==> src/rtl/spi_slave.sv <==
// SPI responder: oversamples sclk/cs_n/mosi in the clk domain and exchanges 8-bit MSB-first
// bytes. Received bytes are offered on rx_*, and response bytes are taken from tx_*.
`timescale 1ns/1ps

module spi_slave #(
   parameter int unsigned SYNC_STAGES = 2,
   parameter logic [7:0]  TX_IDLE     = 8'hFF
) (
   input  logic       clk,
   input  logic       rst_n,
   input  logic       spi_sclk,
   input  logic       spi_cs_n,
   input  logic       spi_mosi,
   output logic       spi_miso,
   output logic       spi_miso_oe,
   input  logic [7:0] tx_data,
   input  logic       tx_valid,
   output logic       tx_ready,
   output logic [7:0] rx_data,
   output logic       rx_valid,
   input  logic       rx_ready,
   output logic       rx_overrun,
   output logic       tx_underrun,
   output logic       frame_err,
   output logic       busy
);

   localparam int unsigned DW = 8;
   localparam int unsigned CW = 3;
   localparam logic [CW-1:0] LAST_BIT = CW'(DW - 1);

   typedef enum logic {IDLE, SHIFT} state_t;

   state_t               state;
   logic [SYNC_STAGES-1:0] sclk_sync;
   logic [SYNC_STAGES-1:0] cs_sync;
   logic [SYNC_STAGES-1:0] mosi_sync;
   logic                 sclk_prev;
   logic                 cs_prev;
   logic [DW-1:0]        hold;
   logic [DW-2:0]        tx_sh;
   logic [DW-2:0]        rx_sh;
   logic [CW-1:0]        bit_cnt;

   logic                 sclk_cur_c;
   logic                 cs_cur_c;
   logic                 mosi_cur_c;
   logic                 fall_c;
   logic                 sel_fall_c;
   logic                 sel_rise_c;
   logic                 load_c;
   logic                 done_c;
   logic                 copy_c;
   logic [DW-1:0]        next_byte_c;
   logic [DW-1:0]        rx_byte_c;

   // Equal-depth synchronizers keep sclk, cs_n and mosi aligned; the extra flop feeds edge detect
   always_ff @(posedge clk or negedge rst_n) begin
      if (!rst_n) begin
         sclk_sync <= '0;
         cs_sync   <= '1;
         mosi_sync <= '0;
         sclk_prev <= 1'b0;
         cs_prev   <= 1'b1;
      end else begin
         sclk_sync <= {sclk_sync[SYNC_STAGES-2:0], spi_sclk};
         cs_sync   <= {cs_sync[SYNC_STAGES-2:0], spi_cs_n};
         mosi_sync <= {mosi_sync[SYNC_STAGES-2:0], spi_mosi};
         sclk_prev <= sclk_sync[SYNC_STAGES-1];
         cs_prev   <= cs_sync[SYNC_STAGES-1];
      end
   end

   always_comb begin
      sclk_cur_c  = sclk_sync[SYNC_STAGES-1];
      cs_cur_c    = cs_sync[SYNC_STAGES-1];
      mosi_cur_c  = mosi_sync[SYNC_STAGES-1];
      fall_c      = sclk_prev & ~sclk_cur_c;
      sel_fall_c  = cs_prev & ~cs_cur_c;
      sel_rise_c  = ~cs_prev & cs_cur_c;
      load_c      = tx_valid & tx_ready;
      done_c      = (state == SHIFT) & fall_c & (bit_cnt == CW'(0));
      // A byte completing together with deselect does not pull another response byte
      copy_c      = ((state == IDLE) & sel_fall_c) | (done_c & ~sel_rise_c);
      next_byte_c = tx_ready ? TX_IDLE : hold;
      rx_byte_c   = {rx_sh, mosi_cur_c};
   end

   // One-deep holding register; a copy of an empty register leaves a same-cycle load intact
   always_ff @(posedge clk or negedge rst_n) begin
      if (!rst_n) begin
         hold     <= '0;
         tx_ready <= 1'b1;
      end else if (copy_c && !tx_ready) begin
         tx_ready <= 1'b1;
      end else if (load_c) begin
         hold     <= tx_data;
         tx_ready <= 1'b0;
      end
   end

   // Frame FSM with shift registers and status pulses
   always_ff @(posedge clk or negedge rst_n) begin
      if (!rst_n) begin
         state       <= IDLE;
         busy        <= 1'b0;
         spi_miso    <= 1'b1;
         spi_miso_oe <= 1'b0;
         tx_sh       <= '0;
         rx_sh       <= '0;
         bit_cnt     <= LAST_BIT;
         rx_data     <= '0;
         rx_valid    <= 1'b0;
         rx_overrun  <= 1'b0;
         tx_underrun <= 1'b0;
         frame_err   <= 1'b0;
      end else begin
         rx_overrun  <= 1'b0;
         tx_underrun <= 1'b0;
         frame_err   <= 1'b0;
         if (rx_valid && rx_ready) begin
            rx_valid <= 1'b0;
         end
         case (state)
            IDLE: begin
               if (sel_fall_c) begin
                  state       <= SHIFT;
                  busy        <= 1'b1;
                  spi_miso_oe <= 1'b1;
                  tx_sh       <= next_byte_c[DW-2:0];
                  spi_miso    <= next_byte_c[DW-1];
                  tx_underrun <= tx_ready;
                  bit_cnt     <= LAST_BIT;
               end
            end
            SHIFT: begin
               if (fall_c) begin
                  rx_sh <= rx_byte_c[DW-2:0];
                  if (bit_cnt != CW'(0)) begin
                     bit_cnt  <= bit_cnt - CW'(1);
                     tx_sh    <= {tx_sh[DW-3:0], 1'b0};
                     spi_miso <= tx_sh[DW-2];
                  end else begin
                     rx_data    <= rx_byte_c;
                     rx_valid   <= 1'b1;
                     rx_overrun <= rx_valid & ~rx_ready;
                     bit_cnt    <= LAST_BIT;
                     if (!sel_rise_c) begin
                        tx_sh       <= next_byte_c[DW-2:0];
                        spi_miso    <= next_byte_c[DW-1];
                        tx_underrun <= tx_ready;
                     end
                  end
               end
               if (sel_rise_c) begin
                  state       <= IDLE;
                  busy        <= 1'b0;
                  spi_miso_oe <= 1'b0;
                  spi_miso    <= 1'b1;
                  bit_cnt     <= LAST_BIT;
                  // Partial byte left after this cycle's fall (if any) is a framing error
                  frame_err   <= fall_c ? (bit_cnt != CW'(0)) : (bit_cnt != LAST_BIT);
               end
            end
            default: state <= IDLE;
         endcase
      end
   end

endmodule

==> config.mk <==
export PLATFORM = sky130hd
export DESIGN_NAME = spi_slave
export DESIGN_NICKNAME = d
export VERILOG_FILES = /design/src/rtl/spi_slave.sv
export SDC_FILE = /design/constraint.sdc
export NUM_CORES = 1
export LEC_CHECK = 0
export BUFFER_PORTS_ARGS = -buffer_cell sky130_fd_sc_hd__buf_4
export CORE_UTILIZATION = 55
export CTS_CLUSTER_SIZE = 10
export DETAILED_ROUTE_END_ITERATION = 16
export PLACE_DENSITY = 0.86
export SLEW_MARGIN = 5
export SYNTH_ARGS = -nofsm -noshare
export SYNTH_HDL_FRONTEND = slang
export SYNTH_SLANG_ARGS = --single-unit
==> constraint.sdc <==
create_clock -name clk -period 1.7 [get_ports clk]
set_input_delay 0.085 -clock clk [delete_from_list [all_inputs] [get_ports clk]]
set_output_delay 0.085 -clock clk [all_outputs]
set_load 0.01 [all_outputs]
======== Yosys cells after proc, flatten, opt, wreduce, memory -nomap -nowiden ========
Index checks and enable logic that the tools add are counted.
operators by class
  $add $sub $neg .......................... 1
  mux-type cells .......................... 39
  equal/unequal tests ..................... 6
  reductions and logical operators ........ 12
  bitwise gates (word level) .............. 18
operators by type and width
  cell                 number
  $mux 7               4
  $mux 1               24
  $pmux 7 s2           1
  $mux 3               4
  $and 1x1->1          9
  $mux 8               1
  $not 1->1            8
  $pmux 1 s2           4
  $reduce_and 2->1     4
  $pmux 3 s2           1
  $reduce_and 3->1     2
  $ne 2x1->1 const B   2
  $logic_not 3->1      1
  $ne 3x1->1 const B   1
  $ne 3x2->1 const B   1
  $ne 3x3->1 const B   1
  $reduce_bool 3->1    1
  $sub 3x1->3 const B  1
  $logic_and 1x1->1    2
  $ne 2x2->1 const B   1
  $reduce_bool 2->1    1
  $logic_not 1->1      1
  $or 1x1->1           1
storage, ports and cells
  output and inout bits ................... 16
  register bits after elaboration ......... 49

======== Longest topological paths before layout ========
Gate-level depths: netlist (run 1).
  word-level depth ........................ 9
  depth in mapped cells ................... 7
  gate-level depth less buffers ........... 6

======== Least setup slack after synthesis (run 1) ========
Ideal clock, no wire load.
  path kind ............................... reg-to-reg
  start point ............................. register bit_cnt[0]
  end point ............................... register bit_cnt[1]
  stages on the path, launching flop included .. 8
  path buffers ............................ 1
  setup time .............................. 82 ps
  slack ................................... 134 ps
  data required time ...................... 1618 ps
  clock period less this slack ............ 1566 ps
  arrival time ............................ 1484 ps
  cells stage by stage .................... dfstp_2 -> inv_1 -> ha_1 -> nand2b_4 -> and2_1 -> buf_4 -> nand3_1 -> mux2_2
on the way
  cells in the longest elaborated chain, start to end .. 5
ends and longest elaborated chain
  what                                              RTL line  text
  start, declared                                   43        logic [CW-1:0] bit_cnt;
  start signal, assigned                            140       bit_cnt <= bit_cnt - CW'(1);
  $sub 3x1->3 or $reduce_bool 3->1 (tied branches)  140, 139
  $mux 3 (*)                                        139       if (bit_cnt != CW'(0)) begin
  $mux 3 (*)                                        137       if (fall_c) begin
  $mux 3 (*)                                        155       if (sel_rise_c) begin
  $pmux 3 s2 (*)                                    124       case (state)
Every way passes the cells marked *; elsewhere a longest branch is shown, timed or not. The select of a mux whose other input is x is not followed.
A chain may end at the register's enable or synchronous reset.

======== Worst setup path after layout (run 1) ========
  start point ............................. register bit_cnt[0]
  end point ............................... register tx_sh[2]
on the way
  cells in the longest elaborated chain, start to end .. 4
ends and longest elaborated chain
  what                   RTL line  text
  $reduce_bool 3->1 (*)  139
  $mux 7                 139
  $mux 7                 137
  $pmux 7 s2             124
  end signal, assigned   130       tx_sh <= next_byte_c[DW-2:0];
  end signal, assigned   141       tx_sh <= {tx_sh[DW-3:0], 1'b0};
  end signal, assigned   149       tx_sh <= next_byte_c[DW-2:0];
  end, declared          41        logic [DW-2:0] tx_sh;
Marks and branches as above.

==> tab_implementation.tex, run 1 <==
\begin{tabular}{lr}
\hline
Metric & Value \\
\hline
\multicolumn{2}{l}{\textbf{Critical path}} \\
\quad Data required, critical path & around 1900 ps \\
\quad Worst r2r dst & tx\_sh[2]\$\_DFFE\_PN0P\_ \\
\quad Data arrival time at the worst-slack endpoint & 1830 ps \\
\quad Critical path class & reg -> reg \\
\quad Top fanout value on the critical path & 8 \\
\quad Worst setup SP type & register \\
\quad Termination of the worst setup path & tx\_sh[2]\$\_DFFE\_PN0P\_ \\
\quad Crit Reg-Reg Startpoint & bit\_cnt[0]\$\_DFFE\_PN1P\_ \\
\quad Worst reg2reg path depth & 7 \\
\quad Crit path capture type & register \\
\quad Crit path launch & bit\_cnt[0]\$\_DFFE\_PN1P\_ \\
\quad Register-to-Register Setup Slack & 80 ps \\
\multicolumn{2}{l}{\textbf{Final layout}} \\
\quad Final core occ & 71.61\% \\
\quad Net count, final & 236 \\
\quad Number of inserted diodes & 0 \\
\quad P\&R area growth vs syn & 21.68\% \\
\quad Share of cells above drive strength 1 & just over 30\% \\
\multicolumn{2}{l}{\textbf{STA}} \\
\quad Shortest period the worst path allows & 1616 ps \\
\quad Final worst clock skew & 8.526 ps \\
\quad Final setup violation count & 0 \\
\quad Fmax & 619.0 MHz \\
\quad Relative slew slack & 61.77\% \\
\quad Crit share post-route & a little over nine tenths \\
\quad Slew at the pin with the worst max-slew slack & roughly 570 ps \\
\quad Final hold viol count & 0 \\
\quad Count of final max-slew check failures & 0 \\
\multicolumn{2}{l}{\textbf{Synthesis}} \\
\quad Async SR Flop Fraction & between 90\% and 100\% \\
\quad Cell type contributing the most total cell area after synthesis & dfrtp\_1 \\
\quad Count of mapped cells out of synthesis & 175 \\
\quad Synth top area cells & dfrtp\_1 51\%, dfstp\_2 10\%, nand2\_1 6.3\%, mux2\_2 5.0\%, mux2\_1 4.4\% \\
\quad Most instantiated flip-flop cell in the synthesis netlist & dfrtp\_1 \\
\quad Per-instance average area after synthesis & 11.58 sq um \\
\quad Number of synthesized flops with an enable pin & 0 \\
\quad Most numerous cell in the Yosys netlist & dfrtp\_1 \\
\quad Synthesized net count & 193 \\
\quad Area of the mapped netlist & 0.002026 sq mm \\
\quad Part of the Yosys area used for sequential elements & 61.03\% \\
\quad Yosys synthesis warning count & 0 \\
\quad Fraction of synthesized cell area taken by the top area cell type & slightly above 50\% \\
\quad Total of flip-flops plus latches after synthesis & 49 \\
\quad Synth top cells by count & 41 x dfrtp\_1, 34 x nand2\_1, 13 x a21oi\_1 \\
\quad Number of distinct library cells after synthesis & 35 \\
\multicolumn{2}{l}{\textbf{Outcome}} \\
\quad Status & finished clean \\
\multicolumn{2}{l}{\textbf{Power and ir drop}} \\
\quad Combinational Power Share & 18.7\% \\
\quad Switch Pwr & 0.7803 mW \\
\quad Sequential power share & 57.3\% \\
\quad Final total power & 2.751 mW \\
\quad Clock group share of total power & a little under a quarter \\
\quad Sw frac & 28.37\% \\
\quad Max IR drop VDD & 701.7 uV \\
\quad Power Internal & 1.971 mW \\
\quad Leakage & 1.214 nW \\
\quad Cell area power density & 1116 mW/mm\^{}2 \\
\multicolumn{2}{l}{\textbf{Clock tree}} \\
\quad Clock buffers created by TritonCTS & 5 \\
\quad Post-cts resize count & 0 \\
\quad Largest buffer count on any clock path & 2 \\
\quad Level count of the clock H-tree & 2 \\
\quad Root buffer cell & clkbuf\_8 \\
\quad CTS tree & done \\
\quad Clock-pin transition on the worst setup and hold timing paths & 90 ps \\
\quad Clock Latency Late Sink & 300 ps \\
\quad CTS sink count & slightly below 50 \\
\multicolumn{2}{l}{\textbf{Global routing}} \\
\quad Total GRT Usage & 21.21\% \\
\quad Number of antenna violations at the first check in global routing & 0 \\
\quad Largest net degree at the start of global routing & 50 \\
\quad Via count of the first global-routing pass & roughly 1400 \\
\quad Remaining global-route overflow & 0 \\
\quad Wire length of the first global-routing pass & 6313 microns \\
\multicolumn{2}{l}{\textbf{Placed design}} \\
\quad Number of port buffers & 30 \\
\quad Detail Placement HPWL & 2668 microns \\
\quad Last weighted congestion value of the routability-driven placer & 0.8636 \\
\multicolumn{2}{l}{\textbf{Detailed routing}} \\
\quad Total via count after detailed routing & 1413 \\
\quad DR DRC count & 0 \\
\quad Post-detailed-route wirelength per cell & 13.94 microns \\
\quad Number of routed nets with antenna violations & 0 \\
\quad Detailed-route vias per instance & 5.332 \\
\quad Pre-Repair DR Iteration Count & 4 \\
\quad DR iter-0 viols & 44 \\
\quad Routed wire length & approximately 3700 microns \\
\multicolumn{2}{l}{\textbf{Die}} \\
\quad Starting density of the core & 58.85\% \\
\quad Width of the die & roughly 63 microns \\
\quad Core Footprint & 0.003442 sq mm \\
\quad Standard-cell row count & 21 \\
\quad Number of top-level pins & 31 \\
\quad Die height & between 60 and 70 microns \\
\quad Die outline area & 0.003930 sq mm \\
\multicolumn{2}{l}{\textbf{Worst hold path}} \\
\quad Hold Path Class & in -> reg \\
\multicolumn{2}{l}{\textbf{Run}} \\
\quad Max-Cap Viols & 0 \\
\hline
\end{tabular}
[final cells by class]
class / instances / area, sq um
Sequential cell: 49 / 1236
Clock inverter: 2 / 15.01
Fill cell: 238 / 977.2
Multi-Input combinational cell: 115 / 729.5
Timing Repair Buffer: 44 / 342.8
Tap cell: 46 / 57.56
Clock buffer: 6 / 72.57
Inverter: 3 / 11.26
[worst min-delay path by stage]
stage	start	cells after the start	slack [ps]	to
4_1_cts	tx_data[6]	2	4	hold[6]$_DFFE_PN0P_
6_report	tx_data[6]	2	10	hold[6]$_DFFE_PN0P_
2_1_floorplan	rst_n	0	-210	busy$_DFFE_PN0P_
3_5_place_dp	rst_n	1	120	rx_data[7]$_DFFE_PN0P_
5_1_grt	tx_data[4]	2	10	hold[4]$_DFFE_PN0P_
3_3_place_gp	rst_n	1	120	busy$_DFFE_PN0P_
[cell usage in the layout, fill, tap and decap left out, drive strengths merged]
| cell type | Yosys | routed |
|---|---|---|
| a311oi | 1 | 1 |
| mux2i | 1 | 1 |
| inv | 3 | 3 |
| nand2b | 4 | 4 |
| nand2 | 34 | 34 |
| and2 | 1 | 1 |
| and3b | 1 | 1 |
| o21ai | 10 | 10 |
| a21o | 1 | 1 |
| clkinvlp | 0 | 2 |
| nand3b | 2 | 2 |
| a21oi | 13 | 13 |
| o21a | 1 | 1 |
| clkbuf | 2 | 6 |
| o21bai | 1 | 1 |
| mux2 | 17 | 17 |
| nand3 | 1 | 1 |
| nor3b | 1 | 1 |
| dfrtp | 41 | 41 |
| nor2b | 3 | 3 |
| o22ai | 2 | 2 |
| a31oi | 1 | 1 |
| dlygate4sd3 | 0 | 5 |
| nor3 | 3 | 3 |
| buf | 6 | 39 |
| dfstp | 8 | 8 |
| ha | 3 | 3 |
| o32a | 1 | 1 |
| nor2 | 12 | 12 |
| o31ai | 1 | 1 |
[through the flow]
stage               setup WS [ps]  setup TNS, ps  hold slack, ps  instance area, sq um  cells
floorplan                   133.9              0          -210.6                  2026    175
global placement            147.7              0           116.8                  2297    248
detailed placement          31.38              0           123.3                  2297    248
CTS                         7.876              0           4.107                  2435    261
global route               -7.703         -7.703           9.910                  2465    265
finish                      84.46              0           10.30                  2465    265
[state kept, by name (all words and copies together) (netlist names)]
name / flops
rx_overrun: 1
cs_sync: 2
state: 1
sclk_sync: 2
rx_valid: 1
cs_prev: 1
hold: 8
bit_cnt: 3
mosi_sync: 2
rx_data: 8
sclk_prev: 1
rx_sh: 7
tx_underrun: 1
tx_ready: 1
busy: 1
frame_err: 1
spi_miso: 1
tx_sh: 7
[power by group through the flow]
stage	registers [mW]	clock network, mW	logic [mW]
finish	1.58	0.660	0.514
global route	1.60	0.731	0.585
CTS	1.57	0.678	0.518
detailed placement	1.60	0	0.510
global placement	1.57	0	0.479
floorplan	1.55	0	0.358
[per-layer routing]
metal  GRT usage (%)  vias to the layer above  share of wire, %
met5               0                        -                 0
met4           13.08                        0               3.0
met3           5.474                       12               4.4
met2           35.60                       36                53
met1           24.13                      692                40
li1                -                      673                 -
[kinds of logic after synthesis]
kind of cell	count (synthesis)	synth area share, %
buffers and inverters	11	2.964
AND/OR/NAND/NOR	62	14.51
AO/OA/AOI/OAI	32	9.698
adder cells (fa/ha/maj)	3	1.853
multiplexers	18	9.945
flip-flops	49	61.03
[critical path, stage by stage, from the launching register on]
cell	delay (ps)
dfstp_2	560
inv_1	60
ha_1	230
nand2b_4	140
and2_1	170
buf_4	160
a21oi_1	70
o21ai_1	140
[repair_timing]
item                       4_1_cts  5_1_grt
hold buffers                     5        0
setup buffers                    0        4
setup endpoints to repair        0       10
hold endpoints to repair        45        0
(Power assumes the default switching activity.)
==> run 2, diff against run 1 <==
--- a/config.mk
+++ b/config.mk
@@ -11,3 +11,3 @@
 export DETAILED_ROUTE_END_ITERATION = 16
-export PLACE_DENSITY = 0.86
+export PLACE_DENSITY = 0.78
 export SLEW_MARGIN = 5
--- a/constraint.sdc
+++ b/constraint.sdc
@@ -3,2 +3,2 @@
 set_output_delay 0.085 -clock clk [all_outputs]
-set_load 0.01 [all_outputs]
+set_load 0.02 [all_outputs]
==> run 2 against run 1 <==
Against the previous run:
- worst hold slack worse by 2.6 ps
- via count is 1.6% lower
- sequential share of layout area is 0.83 points lower
- sequential cell count stayed put
- cell count is 0.38% higher
==> tab_implementation.tex, run 2 (same netlist as run 1, synthesis figures left out) <==
\begin{tabular}{lr}
\hline
Metric & Value \\
\hline
\multicolumn{2}{l}{\textbf{Clock tree}} \\
\quad Clock Latency Late Sink & 300 ps (about the same) \\
\quad CTS sink count & 49 (unchanged) \\
\quad Largest buffer count on any clock path & 2 (unchanged) \\
\quad Clock buffers created by TritonCTS & 5 (unchanged) \\
\quad Level count of the clock H-tree & 2 (unchanged) \\
\quad Post-cts resize count & 0 (unchanged) \\
\quad CTS tree & done \\
\quad Root buffer cell & clkbuf\_8 \\
\quad Clock-pin transition on the worst setup and hold timing paths & 80 ps (about the same) \\
\multicolumn{2}{l}{\textbf{Placed design}} \\
\quad Last weighted congestion value of the routability-driven placer & 0.7520 (-13\%) \\
\quad Detail Placement HPWL & 2569 microns (-3.7\%) \\
\quad Pre-CTS setup slack & 49.73 ps (+18.35 ps) \\
\quad Number of port buffers & 30 (unchanged) \\
\multicolumn{2}{l}{\textbf{Critical path}} \\
\quad Crit Reg-Reg Startpoint & bit\_cnt[0]\$\_DFFE\_PN1P\_ \\
\quad Top fanout value on the critical path & 7 (-1) \\
\quad Critical path class & reg -> reg \\
\quad Worst r2r dst & spi\_miso\$\_DFFE\_PN1P\_ \\
\quad Worst reg2reg path depth & 7 (unchanged) \\
\quad Worst setup SP type & register \\
\quad Data required, critical path & 1930 ps (about the same) \\
\quad Data arrival time at the worst-slack endpoint & 1800 ps (-30 ps) \\
\quad Crit path capture type & register \\
\quad Register-to-Register Setup Slack & 130 ps (+40 ps) \\
\quad Crit path launch & bit\_cnt[0]\$\_DFFE\_PN1P\_ \\
\multicolumn{2}{l}{\textbf{Global routing}} \\
\quad Most heavily used metal layer in global routing & met2 \\
\quad Wire length of the first global-routing pass & 6175 microns (-2.2\%) \\
\quad Via count of the first global-routing pass & 1446 (+0.49\%) \\
\quad Total GRT Usage & 20.46\% (-0.75 points) \\
\quad Largest net degree at the start of global routing & 50 (unchanged) \\
\quad Grt met2 use & 34.78\% (-0.82 points) \\
\quad Number of antenna violations at the first check in global routing & 0 (unchanged) \\
\quad Met1 usage & 23.69\% (-0.44 points) \\
\quad Met3 layer usage reported by global route & 6.387\% (+0.91 points) \\
\quad Remaining global-route overflow & 0 (unchanged) \\
\multicolumn{2}{l}{\textbf{Detailed routing}} \\
\quad Routed wire length & 3537 microns (-4.2\%) \\
\quad Detailed-route vias per instance & 5.229 (-1.9\%) \\
\quad Total via count after detailed routing & 1391 (-1.6\%) \\
\quad Number of routed nets with antenna violations & 0 (unchanged) \\
\quad Post-detailed-route wirelength per cell & 13.30 microns (-4.6\%) \\
\quad DR DRC count & 0 (unchanged) \\
\quad DR iter-0 viols & 69 (+57\%) \\
\quad Pre-Repair DR Iteration Count & 4 (unchanged) \\
\multicolumn{2}{l}{\textbf{Die}} \\
\quad Standard-cell row count & 21 (unchanged) \\
\quad Die height & 62.69 microns (unchanged) \\
\quad Core Footprint & 0.003442 sq mm (unchanged) \\
\quad Starting density of the core & 58.85\% (unchanged) \\
\quad Die outline area & 0.003930 sq mm (unchanged) \\
\quad Number of top-level pins & 31 (unchanged) \\
\quad Width of the die & 62.69 microns (unchanged) \\
\multicolumn{2}{l}{\textbf{STA}} \\
\quad Final worst clock skew & 4.705 ps (-3.820 ps) \\
\quad Final hold viol count & 0 (unchanged) \\
\quad Fmax & 636.3 MHz (+2.8\%) \\
\quad Relative slew slack & 60.96\% (-0.80 points) \\
\quad Post-Route Hold Slack & 7.707 ps (-2.589 ps) \\
\quad Crit share post-route & 92.44\% (-2.6 points) \\
\quad Worst Slack Setup Final & 128.5 ps (+44.01 ps) \\
\quad Slew at the pin with the worst max-slew slack & 585.6 ps (+12.05 ps) \\
\quad Post-route setup TNS & 0 ps (unchanged) \\
\quad Setup repair after global routing missed its margin & false \\
\quad Count of final max-slew check failures & 0 (unchanged) \\
\quad Shortest period the worst path allows & 1572 ps (-44.01 ps) \\
\quad Final setup violation count & 0 (unchanged) \\
\multicolumn{2}{l}{\textbf{Power and ir drop}} \\
\quad Leakage & 1.240 nW (+2.2\%) \\
\quad Max IR drop VDD & 782.4 uV (+11\%) \\
\quad Cell area power density & 1178 mW/mm\^{}2 (+5.5\%) \\
\multicolumn{2}{l}{\textbf{Worst hold path}} \\
\quad Worst Hold Launch & tx\_data[2] \\
\quad Hold Path Class & in -> reg \\
\quad Hold Path Stages & 2 (unchanged) \\
\quad Worst min-delay path endpoint & hold[2]\$\_DFFE\_PN0P\_ \\
\multicolumn{2}{l}{\textbf{Final layout}} \\
\quad Number of inserted diodes & 0 (unchanged) \\
\quad Commonest non-fill, non-tap cell in the layout & dfrtp\_1 \\
\quad Share of cells above drive strength 1 & 30.00\% (-0.59 points) \\
\quad Most frequent cells in the layout & 41 x dfrtp\_1, 38 x buf\_4, 34 x nand2\_1, 13 x a21oi\_1, 11 x nor2\_1 \\
\quad Net count, final & 237 (+0.42\%) \\
\quad P\&R area growth vs syn & 23.72\% \\
\quad Top Registers & hold x8, rx\_data x8 \\
\multicolumn{2}{l}{\textbf{Run}} \\
\quad Max-Cap Viols & 0 (unchanged) \\
\multicolumn{2}{l}{\textbf{Outcome}} \\
\quad Status & finished clean \\
\hline
\end{tabular}
[run 2: final cells by class]
type / instances / area (sq um)
clock buffer: 7 / 86.33
multi-input combinational: 115 / 729.5
inverter: 3 / 11.26
sequential: 49 / 1236
clock inverter: 1 / 30.03
tap: 46 / 57.56
timing repair buffer: 45 / 355.3
fill: 230 / 935.9
[run 2: routing by layer]
metal  wire length, microns  share of wire (%)
met1                   1528                 43
met2                   1791                 51
met3                    134                3.8
met4                     83                2.3
met5                      0                  0
[run 2: through the flow]
step	power, mW	utilization [%]	cell area, sq um	instances
global placement	2.080	66.96	2305	249
floorplan	1.926	-	2026	175
CTS	2.972	71.79	2471	262
detailed placement	2.125	66.96	2305	249
global route	3.131	72.81	2506	266
finish	2.951	72.81	2506	266
[run 2: repair_timing]
| action | CTS | global route |
|---|---|---|
| setup buffers | 0 | 2 |
| setup endpoints to repair | 0 | 8 |
| hold buffers | 5 | 2 |
| hold endpoints to repair | 45 | 2 |
[run 2: power by group]
group	internal, mW	total, mW	switching (mW)
Sequential	1.41	1.56	0.146
Clock	0.479	0.840	0.361
Combinational	0.276	0.553	0.277
Total	2.17	2.95	0.784
[run 2: how the worst max path moves through the flow]
| stage | endpoint | slack [ps] | depth (start not counted) |
|---|---|---|---|
| after floorplan | bit_cnt[1]$_DFFE_PN1P_ | 130 | 7 |
| after CTS | spi_miso$_DFFE_PN1P_ | 30 | 7 |
| final | spi_miso$_DFFE_PN1P_ | 130 | 7 |
| after global placement | spi_miso$_DFFE_PN1P_ | 120 | 7 |
| after global routing | tx_sh[5]$_DFFE_PN0P_ | 4 | 7 |
| after detailed placement | spi_miso$_DFFE_PN1P_ | 50 | 7 |
[run 2: critical path, cell delays in order (launching register included)]
cell and delay, ps:
dfstp_2 570, inv_1 70, ha_1 230, nand2b_4 110
and2_1 180, buf_4 160, nor3_1 50, o21bai_1 140
